File: src/rtl/cac_pkg.sv
// Shared types and constants for the corrupt-and-correct sequential lock.
// Optional lockout feature is selected with the CAC_LOCKOUT_EN macro.
package cac_pkg;

    typedef enum logic [1:0] {
        LOAD    = 2'd0,
        CHECK   = 2'd1,
        LOCKOUT = 2'd2
    } cac_state_e;

    localparam logic [31:0] CAC_SECRET_DEFAULT = 32'hA5C3_0F96;

    // Number of load beats needed to assemble one key.
    function automatic int unsigned cac_beats(input int unsigned key_w, input int unsigned chunk_w);
        return key_w / chunk_w;
    endfunction

endpackage

File: src/rtl/cac_key_loader.sv
// Key staging loader: beat counter, MSB-first shift register and framing check.
// commit pulses on a correctly framed final beat; err pulses on a misplaced or missing key_last.
module cac_key_loader
    import cac_pkg::*;
#(
    parameter int unsigned KEY_W   = 32,
    parameter int unsigned CHUNK_W = 8
)(
    input  logic               clk,
    input  logic               rst_n,
    input  logic               accept,
    input  logic [CHUNK_W-1:0] data,
    input  logic               last,
    output logic [KEY_W-1:0]   staging,
    output logic               commit,
    output logic               err
);

    localparam int unsigned BEATS = cac_beats(KEY_W, CHUNK_W);
    localparam int unsigned CNT_W = (BEATS > 1) ? $clog2(BEATS) : 1;
    localparam logic [CNT_W-1:0] LAST_IDX = CNT_W'(BEATS - 1);

    logic [CNT_W-1:0] beat_cnt;
    logic             at_last;

    assign at_last = (beat_cnt == LAST_IDX);
    assign commit  = accept && last && at_last;
    assign err     = accept && (last != at_last);

    // Shift accepted beats into staging; a framing error discards the partial key.
    always_ff @(posedge clk or negedge rst_n) begin
        if (!rst_n) begin
            beat_cnt <= '0;
            staging  <= '0;
        end else if (accept) begin
            if (err) begin
                beat_cnt <= '0;
                staging  <= '0;
            end else begin
                staging  <= (staging << CHUNK_W) | KEY_W'(data);
                beat_cnt <= at_last ? '0 : beat_cnt + CNT_W'(1);
            end
        end
    end

endmodule

File: src/rtl/cac_seq_lock.sv
// Sequential corrupt-and-correct lock: chunked key load with atomic commit,
// 2-stage perturb/restore evaluation pipeline, optional wrong-key lockout.
// Define CAC_LOCKOUT_EN to enable the wrong-commit counter and LOCKOUT state.
module cac_seq_lock
    import cac_pkg::*;
#(
    parameter int unsigned       KEY_W    = 32,
    parameter int unsigned       CHUNK_W  = 8,
    parameter logic [KEY_W-1:0]  SECRET   = KEY_W'(CAC_SECRET_DEFAULT),
    parameter int unsigned       MAX_FAIL = 3
)(
    input  logic                           clk,
    input  logic                           rst_n,
    input  logic                           key_valid,
    output logic                           key_ready,
    input  logic [CHUNK_W-1:0]             key_data,
    input  logic                           key_last,
    output logic                           key_err,
    input  logic                           in_valid,
    input  logic [KEY_W-1:0]               pat_in,
    input  logic                           func_in,
    output logic                           out_valid,
    output logic                           out_bit,
    output logic                           unlocked,
    output logic                           locked_out,
    output logic [$clog2(MAX_FAIL+1)-1:0]  fail_cnt
);

    localparam int unsigned FAIL_W = $clog2(MAX_FAIL + 1);

    generate
        if ((KEY_W % CHUNK_W) != 0) begin : g_bad_chunk
            $error("cac_seq_lock: KEY_W must be a multiple of CHUNK_W");
        end
        if (MAX_FAIL < 1) begin : g_bad_max_fail
            $error("cac_seq_lock: MAX_FAIL must be at least 1");
        end
    endgenerate

    cac_state_e       state;
    cac_state_e       state_nxt;
    logic [KEY_W-1:0] staging;
    logic [KEY_W-1:0] key_reg;
    logic             accept;
    logic             ld_commit;
    logic             ld_err;
    logic             key_ok;
    logic             commit_en;
    logic             unlocked_q;
    logic             fail_hit;

    logic             s1_valid;
    logic             s1_perturb;
    logic             s1_restore;
    logic             s1_func;

    assign key_ready = (state == LOAD);
    assign accept    = key_valid & key_ready;
    assign key_ok    = (staging == SECRET);
    assign unlocked  = unlocked_q & ~locked_out;

    cac_key_loader #(
        .KEY_W   (KEY_W),
        .CHUNK_W (CHUNK_W)
    ) u_loader (
        .clk     (clk),
        .rst_n   (rst_n),
        .accept  (accept),
        .data    (key_data),
        .last    (key_last),
        .staging (staging),
        .commit  (ld_commit),
        .err     (ld_err)
    );

`ifdef CAC_LOCKOUT_EN
    logic fail_evt;

    // Both framing errors and wrong commits count as failed attempts.
    assign fail_evt   = ((state == LOAD) && ld_err) || ((state == CHECK) && !key_ok);
    assign fail_hit   = fail_evt && (fail_cnt == FAIL_W'(MAX_FAIL - 1));
    assign locked_out = (state == LOCKOUT);

    // Saturating wrong-attempt counter; a correct commit leaves it untouched.
    always_ff @(posedge clk or negedge rst_n) begin
        if (!rst_n) begin
            fail_cnt <= '0;
        end else if (fail_evt && (fail_cnt != FAIL_W'(MAX_FAIL))) begin
            fail_cnt <= fail_cnt + FAIL_W'(1);
        end
    end
`else
    assign fail_hit   = 1'b0;
    assign fail_cnt   = '0;
    assign locked_out = 1'b0;
`endif

    // State register.
    always_ff @(posedge clk or negedge rst_n) begin
        if (!rst_n) begin
            state <= LOAD;
        end else begin
            state <= state_nxt;
        end
    end

    // Next-state and commit control.
    always_comb begin
        state_nxt = state;
        commit_en = 1'b0;
        unique case (state)
            LOAD: begin
                if (ld_commit) begin
                    state_nxt = CHECK;
                end else if (fail_hit) begin
                    state_nxt = LOCKOUT;
                end
            end
            CHECK: begin
                commit_en = 1'b1;
                state_nxt = fail_hit ? LOCKOUT : LOAD;
            end
            LOCKOUT: begin
                state_nxt = LOCKOUT;
            end
            default: begin
                state_nxt = LOAD;
            end
        endcase
    end

    // Committed key, unlock flag and registered framing-error pulse.
    always_ff @(posedge clk or negedge rst_n) begin
        if (!rst_n) begin
            key_reg    <= '0;
            unlocked_q <= 1'b0;
            key_err    <= 1'b0;
        end else begin
            key_err <= ld_err;
            if (commit_en) begin
                key_reg    <= staging;
                unlocked_q <= key_ok;
            end
        end
    end

    // Evaluation stage 1: pattern compares against secret and committed key.
    always_ff @(posedge clk or negedge rst_n) begin
        if (!rst_n) begin
            s1_valid   <= 1'b0;
            s1_perturb <= 1'b0;
            s1_restore <= 1'b0;
            s1_func    <= 1'b0;
        end else begin
            s1_valid   <= in_valid;
            s1_perturb <= (pat_in == SECRET);
            s1_restore <= (pat_in == key_reg) & ~locked_out;
            s1_func    <= func_in;
        end
    end

    // Evaluation stage 2: combine flips into the protected output bit.
    always_ff @(posedge clk or negedge rst_n) begin
        if (!rst_n) begin
            out_valid <= 1'b0;
            out_bit   <= 1'b0;
        end else begin
            out_valid <= s1_valid;
            if (s1_valid) begin
                out_bit <= s1_func ^ s1_perturb ^ s1_restore;
            end
        end
    end

endmodule

File: config.mk
export PLATFORM = sky130hd
export DESIGN_NAME = cac_seq_lock
export DESIGN_NICKNAME = d
export VERILOG_FILES = /design/src/rtl/cac_pkg.sv /design/src/rtl/cac_key_loader.sv /design/src/rtl/cac_seq_lock.sv
export SDC_FILE = /design/constraint.sdc
export NUM_CORES = 1
export LEC_CHECK = 0
export BUFFER_PORTS_ARGS = -buffer_cell sky130_fd_sc_hd__buf_2
export CAP_MARGIN = 30
export CORE_MARGIN = 3
export CORE_UTILIZATION = 60
export CTS_CLUSTER_SIZE = 8
export DETAILED_ROUTE_END_ITERATION = 16
export PLACE_DENSITY = 0.84
export SLEW_MARGIN = 30
export SYNTH_ARGS = -nofsm -noshare
export SYNTH_HDL_FRONTEND = slang
export SYNTH_SLANG_ARGS = --single-unit
File: constraint.sdc
create_clock -name clk -period 3.49 [get_ports clk]
set_clock_uncertainty 0.2 [all_clocks]
set_input_delay 0.1745 -clock clk [delete_from_list [all_inputs] [get_ports clk]]
set_output_delay 0.1745 -clock clk [all_outputs]
set_load 0.01 [all_outputs]
==> results.toml, run 1 <==
[run_status]
status = "finished, final reports clean"

[sta]
worst_pin_slew_ps = 858
period_share_pct = 62.0
setup_ws_ps = 1330
fin_hold_ws_ps = 47.4
min_period_ps = 2160
fmax_ghz = 0.463
setup_violations = 0
hold_violations = 0
slew_violations = 0
relSlewSlack_pct = 42.8
tns_ps = 0
rsz0062_at_grt = "no"

[detailed_routing]
avgRoutedWirePerCell_um = 18.9
drc = 0
routed_wl_um = 7190
postRouteAntennaNets = 0
drt_iter0_drc = 154
num_vias = 2233
drt_pre_antenna_iters = 4
avgViaCountPerCell = 5.86

[critical_path]
required_ps = 3570
rrSetupSlack_ps = 1690
r2r_end = "u_loader.staging[13]$_DFFE_PN0P_"
crit_slowest_cell = "dlygate4sd3_1"
r2r-start = "u_loader.beat_cnt[0]$_DFFE_PN0P_"
reg2regPathDepth = 5
worstSetupStartpointType = "input port"
critical_path.cell_chain = "dlygate4sd3_1, buf_2, nand4_1, dlygate4sd3_1, nor4_1, dlygate4sd3_1"
max_stage_delay_ps = 580
crit_path_max_fanout = 2
crit_top_cell = "dlygate4sd3_1"
cp-end-kind = "flop"
worstPathArrival_ps = 2250
worstSetupPathType = "input port to flop"

[logic_synthesis]
synth_edf_count = 0
synth_cell_type_count = 27
yosys.area.top_type = "dfrtp_1"
yosysTopAreaCellShare_pct = 57.5
synthArstFlopShare_pct = 100
syn_area_per_cell_um2 = 13.8
ys_seq_area_share_pct = 57.5
ys_warn_count = 0
syn_inst = 239
synth_commonest_cells = "76 x dfrtp_1, 33 x mux2_2, 32 x xor2_1, 30 x a22o_1, 12 x nor4_1"
synth.area.top_cells = "dfrtp_1 58%, mux2_2 11%, xor2_1 8.5%, a22o_1 7.9%, nor4_1 2.3%"
synthFlopType = "dfrtp_1"
syn_area_mm2 = 0.00331
synth-seq-cells = 76
yosysMostFrequentCell = "dfrtp_1"

[global_route]
antenna_found_initial = 0
grt_pass1_vias = 2342
overflow = 0
grt_max_degree = 41
grt_usage_pct = 24.9
grt_pass1_wl_um = 11800

[pwr]
power_leakage_nw = 1.96
ir_drop_mv = 0.366
power.density_mw_per_mm2 = 487

[cts]
cts.sinks = 76
clockBufferDepth = 2
cts_tree = "yes"
cts_buffers = 9
cts_resized = 0
clkLatencyLatePin_ps = 340
htreeDepth = 3
clk_pin_slew_ps = 70
cts_root_buf = "clkbuf_8"

[place]
place.port_buffers = 50
gp_congestion = 0.878
hpwlAfterDp_um = 5110
placed_area_mm2 = 0.00357
place_ws_ps = 1710

[cells_and_area]
area_delta_synth_final_pct = 17.1
drive_gt1_share_pct = 33.1
antenna_cells = 0
fin_area_mm2 = 0.00387
fill_cells = 371
final_nets = 354

[floorplanning]
dieArea_mm2 = 0.00644
start_util_pct = 63.5
ios = 54
fp.coreArea_mm2 = 0.00520
row_count = 26
die_w_um = 80.2
die_h_um = 80.2

[hold_path]
hold_depth = 5
min-delay-start = "pat_in[17]"
worstHoldPathType = "input port to flop"
hold_path_end = "s1_restore$_DFF_PN0_"

[run]
maxCapViolCount = 0
-- power breakdown --
group	switching, mW	leakage [nW]	total, mW	internal (mW)
logic	0.130	0.846	0.272	0.143
clock network	0.301	0.0800	0.552	0.252
registers	0.0851	1.03	1.06	0.974
total	0.515	1.96	1.88	1.37
-- worst max-delay path, delay by kind of cell --
kind                   cells  cell delay, ps
buffers and inverters      4            1810
and+or+nand+nor            2             260
-- per-layer routing --
metal,GRT usage (%),vias to the layer above,wire length [um],part of all wire [%]
li1,-,1021,-,-
met1,33.8,1116,3070,43
met2,38.4,80,3430,48
met3,6.39,16,497,6.9
met4,9.97,0,201,2.8
met5,0,-,0,0
-- placed cells by master, fill, tap and decap left out, types with 4 or more instances in the layout --
cell type,instances
nor4_1,12
mux2_2,33
buf_4,4
dlygate4sd3_1,15
a22o_1,30
nand2_1,5
nand4_1,4
dfrtp_1,76
nor4b_1,4
buf_2,50
xor2_1,32
nor4bb_1,5
nor2_1,4
clkbuf_8,9
-- timing repair --
| item | in CTS | in global routing |
|---|---|---|
| setup buffers | 0 | 0 |
| hold endpoints to repair | 52 | 0 |
| hold buffers | 15 | 0 |
-- worst max path at each step --
stage,startpoint,endpoint,slack (ps),depth (start not counted)
2_1_floorplan,u_loader.beat_cnt[0]$_DFFE_PN0P_,u_loader.staging[1]$_DFFE_PN0P_,1840,6
3_3_place_gp,state[1]$_DFFE_PN0P_,u_loader.staging[31]$_DFFE_PN0P_,1470,3
3_5_place_dp,u_loader.beat_cnt[0]$_DFFE_PN0P_,u_loader.staging[19]$_DFFE_PN0P_,1710,5
4_1_cts,pat_in[8],s1_perturb$_DFF_PN0_,1430,6
5_1_grt,pat_in[8],s1_perturb$_DFF_PN0_,1230,6
6_report,pat_in[8],s1_perturb$_DFF_PN0_,1330,6
-- through the flow --
| stage | power [mW] | cells | util, % |
|---|---|---|---|
| after floorplan | 1.22 | 241 | - |
| after global placement | 1.32 | 351 | 68.6 |
| after detailed placement | 1.33 | 351 | 68.6 |
| after CTS | 1.89 | 381 | 74.4 |
| after global routing | 1.96 | 381 | 74.4 |
| final | 1.88 | 381 | 74.4 |
-- area by class of cell --
| type | count | area [um2] | area share, % |
|---|---|---|---|
| Tap cell | 70 | 87.6 | 2.26 |
| Multi-Input combinational cell | 151 | 1300 | 33.6 |
| Clock buffer | 12 | 135 | 3.49 |
| Clock inverter | 3 | 15.0 | 0.388 |
| Timing Repair Buffer | 69 | 430 | 11.1 |
| Sequential cell | 76 | 1900 | 49.1 |
-- logic make-up (layout without fill, tap and decap cells) --
kind of cell             Yosys count  count (layout)  share of synthesized area [%]
adder cells (fa/ha/maj)            1               1                          0.378
AO/OA/AOI/OAI                     35              35                           9.31
XOR/XNOR                          35              35                           9.27
AND/OR/NAND/NOR                   44              44                           8.74
flip-flops                        76              76                           57.5
buffers and inverters             14              84                           3.44
other                              1               3                          0.113
multiplexers                      33              33                           11.2
No activity file was read; power rests on OpenSTA's default activity.
==> run 2, diff against run 1 <==
--- a/config.mk
+++ b/config.mk
@@ -5,13 +5,14 @@
 export SDC_FILE = /design/constraint.sdc
 export NUM_CORES = 1
 export LEC_CHECK = 0
+export ABC_AREA = 1
 export BUFFER_PORTS_ARGS = -buffer_cell sky130_fd_sc_hd__buf_2
 export CAP_MARGIN = 30
 export CORE_MARGIN = 3
-export CORE_UTILIZATION = 60
+export CORE_UTILIZATION = 57
 export CTS_CLUSTER_SIZE = 8
 export DETAILED_ROUTE_END_ITERATION = 16
-export PLACE_DENSITY = 0.84
+export PLACE_DENSITY = 0.8
 export SLEW_MARGIN = 30
 export SYNTH_ARGS = -nofsm -noshare
 export SYNTH_HDL_FRONTEND = slang
==> constraint.sdc (replaced) <==
create_clock -name clk -period 2.1 [get_ports clk]
set_clock_uncertainty 0.2 [all_clocks]
set_input_delay 0.105 -clock clk [delete_from_list [all_inputs] [get_ports clk]]
set_output_delay 0.105 -clock clk [all_outputs]
set_load 0.01 [all_outputs]
==> run 2 against run 1 <==
Against the previous run: non-clock buffer count up 16; utilization down 0.17 points; clock power grew 150%; largest power group unchanged; clock-buffer cell count stayed put; cell area increased by 18%; die area increased by 17%; sequential share of layout area shrank 7.3 points; power rose by 140%; routed wire length up 18%; global-route usage is 0.16 points lower.
==> results.toml, run 2 <==
[floorplanning]
ios = 54
die_h_um = 86.8
die_w_um = 86.8
fp.coreArea_mm2 = 0.00613
dieArea_mm2 = 0.00753
start_util_pct = 60.7
row_count = 28

[global_route]
overflow = 0
grt_usage_pct = 24.7
grt_pass1_vias = 3205
antenna_found_initial = 0
grt_pass1_wl_um = 14300
grt_max_degree = 56

[critical_path]
crit_path_max_fanout = 3
cp-end-kind = "flop"
required_ps = 2180
worstSetupStartpointType = "input port"
worstSetupPathType = "input port to flop"
r2r-start = "key_reg[15]$_DFFE_PN0N_"
worstPathArrival_ps = 1960
critPathLaunch = "pat_in[0]"

[cts]
clk_pin_slew_ps = 70
post-cts-setup-buffers = 0
cts.sinks = 76
cts_tree = "yes"
cts_root_buf = "clkbuf_8"
cts_buffers = 9
htreeDepth = 3
clkLatencyLatePin_ps = 350
hold_buffers = 30
cts_resized = 0
clockBufferDepth = 2

[logic_synthesis]
synth_commonest_cells = "177 x nand2_1, 76 x dfrtp_1, 72 x inv_1, 46 x nor2_1, 36 x o21ai_0"
synthFlopType = "dfrtp_1"
ys_warn_count = 0
yosysMostFrequentCell = "nand2_1"
ys_seq_area_share_pct = 51.1
syn_area_per_cell_um2 = 7.58
synth-seq-cells = 76
yosysTopAreaCellShare_pct = 51.1
syn_area_mm2 = 0.00372
synth_cell_type_count = 24
synth.area.top_cells = "dfrtp_1 51%, nand2_1 18%, inv_1 7.3%, o21ai_0 4.8%, nor2_1 4.6%"
yosys.area.top_type = "dfrtp_1"
synth_edf_count = 0
synthArstFlopShare_pct = 100
syn_inst = 491

[sta]
fmax_ghz = 0.534
slew_violations = 0
tns_ps = 0
period_share_pct = 89.2
rsz0062_at_grt = "no"
min_period_ps = 1870
fin_hold_ws_ps = 13.3
setup_violations = 0
hold_violations = 0

[pwr]
power.density_mw_per_mm2 = 1010
netSwitchingFraction_pct = 31.4
ir_drop_mv = 0.619
p_total_mw = 4.60
power_leakage_nw = 2.34
intPower_mw = 3.16
seqPwrFrac_pct = 46.8
combPwrFrac_pct = 23.6
clockPowerShare_pct = 29.5
power_switching_mw = 1.44

[detailed_routing]
drc = 0
num_vias = 3317
wl_met1_um = 3550
drt_iter0_drc = 232
avgViaCountPerCell = 5.10
top_layer_used = "met4"
routed-wl-met3_um = 401
postRouteAntennaNets = 0
dr_wl_met2_um = 4270
avgRoutedWirePerCell_um = 13.0
routed_wl_um = 8480
drt_pre_antenna_iters = 4

[place]
gp_congestion = 0.824
placed_area_mm2 = 0.00400
place.port_buffers = 50
hpwlAfterDp_um = 5780

[cells_and_area]
area_delta_synth_final_pct = 22.3
final_common_cell = "nand2_1"
final_nets = 617
final_core_util_pct = 74.2
antenna_cells = 0
fin_area_mm2 = 0.00455
fill_cells = 450
drive_gt1_share_pct = 13.4
mostFrequentLayoutCells = "177 x nand2_1, 76 x dfrtp_1, 72 x inv_1"

[hold_path]
worstHoldPathType = "input port to flop"
min-delay-start = "pat_in[18]"

[run_status]
status = "finished, final reports clean"

[run]
maxCapViolCount = 0
[run 2: changes by cell type after synthesis, moves of 5 or more]
cell,before,now
a22o_1,30,0
buf_4,3,8
inv_1,0,72
mux2_2,33,0
nand2_1,6,177
nor2_1,4,46
nor3_1,0,5
nor4_1,12,3
nor4bb_1,5,0
o21ai_0,0,36
o21ai_1,0,15
o22ai_1,0,15
xor2_1,32,4
[run 2: final timing paths]
path | end | slack [ps] | cells after the start
worst min register to register | out_valid$_DFF_PN0_ | 210 | 0
worst max register to register | s1_restore$_DFF_PN0_ | 250 | 9
min in group asynchronous | key_reg[14]$_DFFE_PN0N_ | 50 | 2
max in group asynchronous | u_loader.staging[24]$_DFFE_PN0P_ | 990 | 3
worst min-delay path | s1_perturb$_DFF_PN0_ | 10 | 6
worst max-delay path | s1_restore$_DFF_PN0_ | 230 | 10
[run 2: critical path, cell delays in order]
cell and delay [ps]:
dlygate4sd3_1 540, buf_2 140, nor2_1 120, nor2_1 70
nor2_1 90, nand2_1 60, nor2_1 90, nand2_1 60
dlygate4sd3_1 560, nor2_1 100
[run 2: per-stage QoR]
step,setup WS [ps],instances
finish,228,650
global route,110,650
CTS,274,650
detailed placement,351,604
global placement,413,604
floorplan,632,493
[run 2: layout make-up]
class	count	area (um2)	share of cell area (%)
Clock buffer	12	155	3.41
Clock inverter	4	95.1	2.09
Inverter	74	278	6.11
Multi-Input combinational cell	324	1410	31.1
Sequential cell	76	1900	41.8
Tap cell	75	93.8	2.06
Timing Repair Buffer	85	613	13.5
[run 2: power groups by stage]
stage	Combinational (mW)	Sequential, mW	Clock (mW)
2_1_floorplan	0.796	2.09	0
3_3_place_gp	0.992	2.16	0
3_5_place_dp	1.04	2.17	0
4_1_cts	1.09	2.15	1.38
5_1_grt	1.27	2.21	1.45
6_report	1.09	2.16	1.36
[run 2: logic make-up after synthesis]
kind of cell	Yosys count	share of synthesized area [%]
and+or+nand+nor	247	26.5
buffers and inverters	93	11.1
DFF	76	51.1
AOI/OAI and AO/OA	69	9.89
xor gates and xnor gates	4	0.942
adders and majority gates	1	0.336
other	1	0.101
[run 2: layer usage]
layer	up-vias	GRT usage, %
met4	0	9.92
met2	101	42.4
met3	24	5.32
met1	1526	30.3
li1	1666	-
met5	-	0
==> run 3, diff against run 2 <==
--- a/config.mk
+++ b/config.mk
@@ -8,6 +8,7 @@
 export ABC_AREA = 1
 export BUFFER_PORTS_ARGS = -buffer_cell sky130_fd_sc_hd__buf_2
 export CAP_MARGIN = 30
+export CORE_ASPECT_RATIO = 1.25
 export CORE_MARGIN = 3
 export CORE_UTILIZATION = 57
 export CTS_CLUSTER_SIZE = 8
==> constraint.sdc (replaced) <==
create_clock -name clk -period 2.1 [get_ports clk]
set_clock_uncertainty 0.2 [all_clocks]
set_input_delay 0.105 -clock clk [delete_from_list [all_inputs] [get_ports clk]]
set_output_delay 0.105 -clock clk [all_outputs]
set_load 0.1 [all_outputs]
==> run 3 against run 2 <==
Against the previous run: sequential share of layout area about the same; global-route usage down 0.52 points; power down 0.26%; largest cell class unchanged; critical endpoint unchanged; critical path depth unchanged; non-clock buffer count unchanged; sequential power about the same.
==> results.toml, run 3 (same netlist as run 2, synthesis figures left out) <==
[run]
maxCapViolCount = 0

[global_route]
gr-usage-met2_pct = 42.9
grt_pass1_vias = 3135
antenna_found_initial = 0
grt-busiest-layer = "met2"
grt_usage_pct = 24.2
grt_pass1_wl_um = 13900
grt_max_degree = 62
overflow = 0
grt_util_met1_pct = 27.4
use_met3_pct = 4.21

[run_status]
status = "finished, final reports clean"

[pwr]
p_total_mw = 4.59
power_leakage_nw = 2.32
ir_drop_mv = 0.620
power.density_mw_per_mm2 = 1010

[cells_and_area]
mostFrequentLayoutCells = "177 x nand2_1, 76 x dfrtp_1, 72 x inv_1"
fin_area_mm2 = 0.00454
area_delta_synth_final_pct = 22.2
antenna_cells = 0
final_nets = 617
stdcell_count = 660
final_common_cell = "nand2_1"
drive_gt1_share_pct = 13.6
final_core_util_pct = 72.8

[floorplanning]
row_count = 32
fp.coreArea_mm2 = 0.00625
ios = 54
start_util_pct = 59.6
dieArea_mm2 = 0.00754
die_w_um = 78.3
die_h_um = 96.3

[cts]
post-cts-setup-buffers = 0
hold_buffers = 30
htreeDepth = 3
clkLatencyLatePin_ps = 350
cts.sinks = 76
cts_buffers = 9
clk_pin_slew_ps = 80
cts_resized = 0
clockBufferDepth = 2
cts_tree = "yes"
cts_root_buf = "clkbuf_8"

[place]
hpwlAfterDp_um = 5790
dp_cells = 614
placed_area_mm2 = 0.00401
gp_congestion = 0.845
place.port_buffers = 50

[sta]
slew_violations = 0
period_share_pct = 91.5
hold_violations = 0
min_period_ps = 1920
rsz0062_at_grt = "no"
setup_violations = 0
fmax_ghz = 0.521
tns_ps = 0

[critical_path]
r2r_end = "s1_restore$_DFF_PN0_"
r2r-start = "key_reg[18]$_DFFE_PN0N_"
required_ps = 2190
worstSetupPathType = "input port to flop"
rrSetupSlack_ps = 200
cp-end-kind = "flop"
crit_path_max_fanout = 3
reg2regPathDepth = 9
worstSetupStartpointType = "input port"
worstPathArrival_ps = 2010

[detailed_routing]
drt_iter0_drc = 243
drc = 0
num_vias = 3290
routed_wl_um = 8520
avgRoutedWirePerCell_um = 12.9
avgViaCountPerCell = 4.98
drt_pre_antenna_iters = 6
postRouteAntennaNets = 0

[hold_path]
worstHoldPathType = "input port to async pin"
==> run 3: metrics by stage <==
stage / hold slack, ps / setup WS, ps
after floorplan: -391 / 145
after global placement: -149 / 330
after detailed placement: -138 / 269
after CTS: 1.21 / 201
after global routing: 23.8 / 57.9
final: 12.2 / 179
==> run 3: routing by layer <==
layer / wire length, um / up-vias
met5: 0 / -
met4: 278 / 0
met3: 389 / 22
met2: 4350 / 101
met1: 3500 / 1486
li1: - / 1681
==> run 3: where the power goes <==
| part | total [mW] | leakage, nW | internal (mW) | switching, mW |
|---|---|---|---|---|
| registers | 2.15 | 1.00 | 1.86 | 0.294 |
| logic | 1.15 | 1.20 | 0.433 | 0.719 |
| clock network | 1.28 | 0.117 | 0.714 | 0.569 |
| total | 4.59 | 2.32 | 3.01 | 1.58 |
==> run 3: worst max-delay path, cell delays in order <==
cell and delay, ps:
dlygate4sd3_1 550, buf_2 140, nor2_1 130, nor2_1 70, nor2_1 110, nand2_1 70, nor2_1 110, nand2_1 60
dlygate4sd3_1 550, nor2_1 110
==> run 3: cell type report <==
type	count	area, um2
tap	85	106
sequential	76	1900
timing repair buffer	85	613
inverter	74	278
multi-input combinational	324	1410
clock inverter	6	95.1
fill	485	1700
clock buffer	10	138
==> run 3: how the worst max path moves through the flow <==
stage / startpoint / to / slack (ps) / cells past startpoint
finish: pat_in[5] / s1_restore$_DFF_PN0_ / 180 / 10
global route: key_reg[18]$_DFFE_PN0N_ / s1_restore$_DFF_PN0_ / 60 / 9
CTS: key_reg[18]$_DFFE_PN0N_ / s1_restore$_DFF_PN0_ / 200 / 9
detailed placement: state[1]$_DFFE_PN0P_ / u_loader.staging[22]$_DFFE_PN0P_ / 270 / 7
global placement: state[1]$_DFFE_PN0P_ / u_loader.staging[31]$_DFFE_PN0P_ / 330 / 7
floorplan: state[1]$_DFFE_PN0P_ / u_loader.staging[5]$_DFFE_PN0P_ / 150 / 7
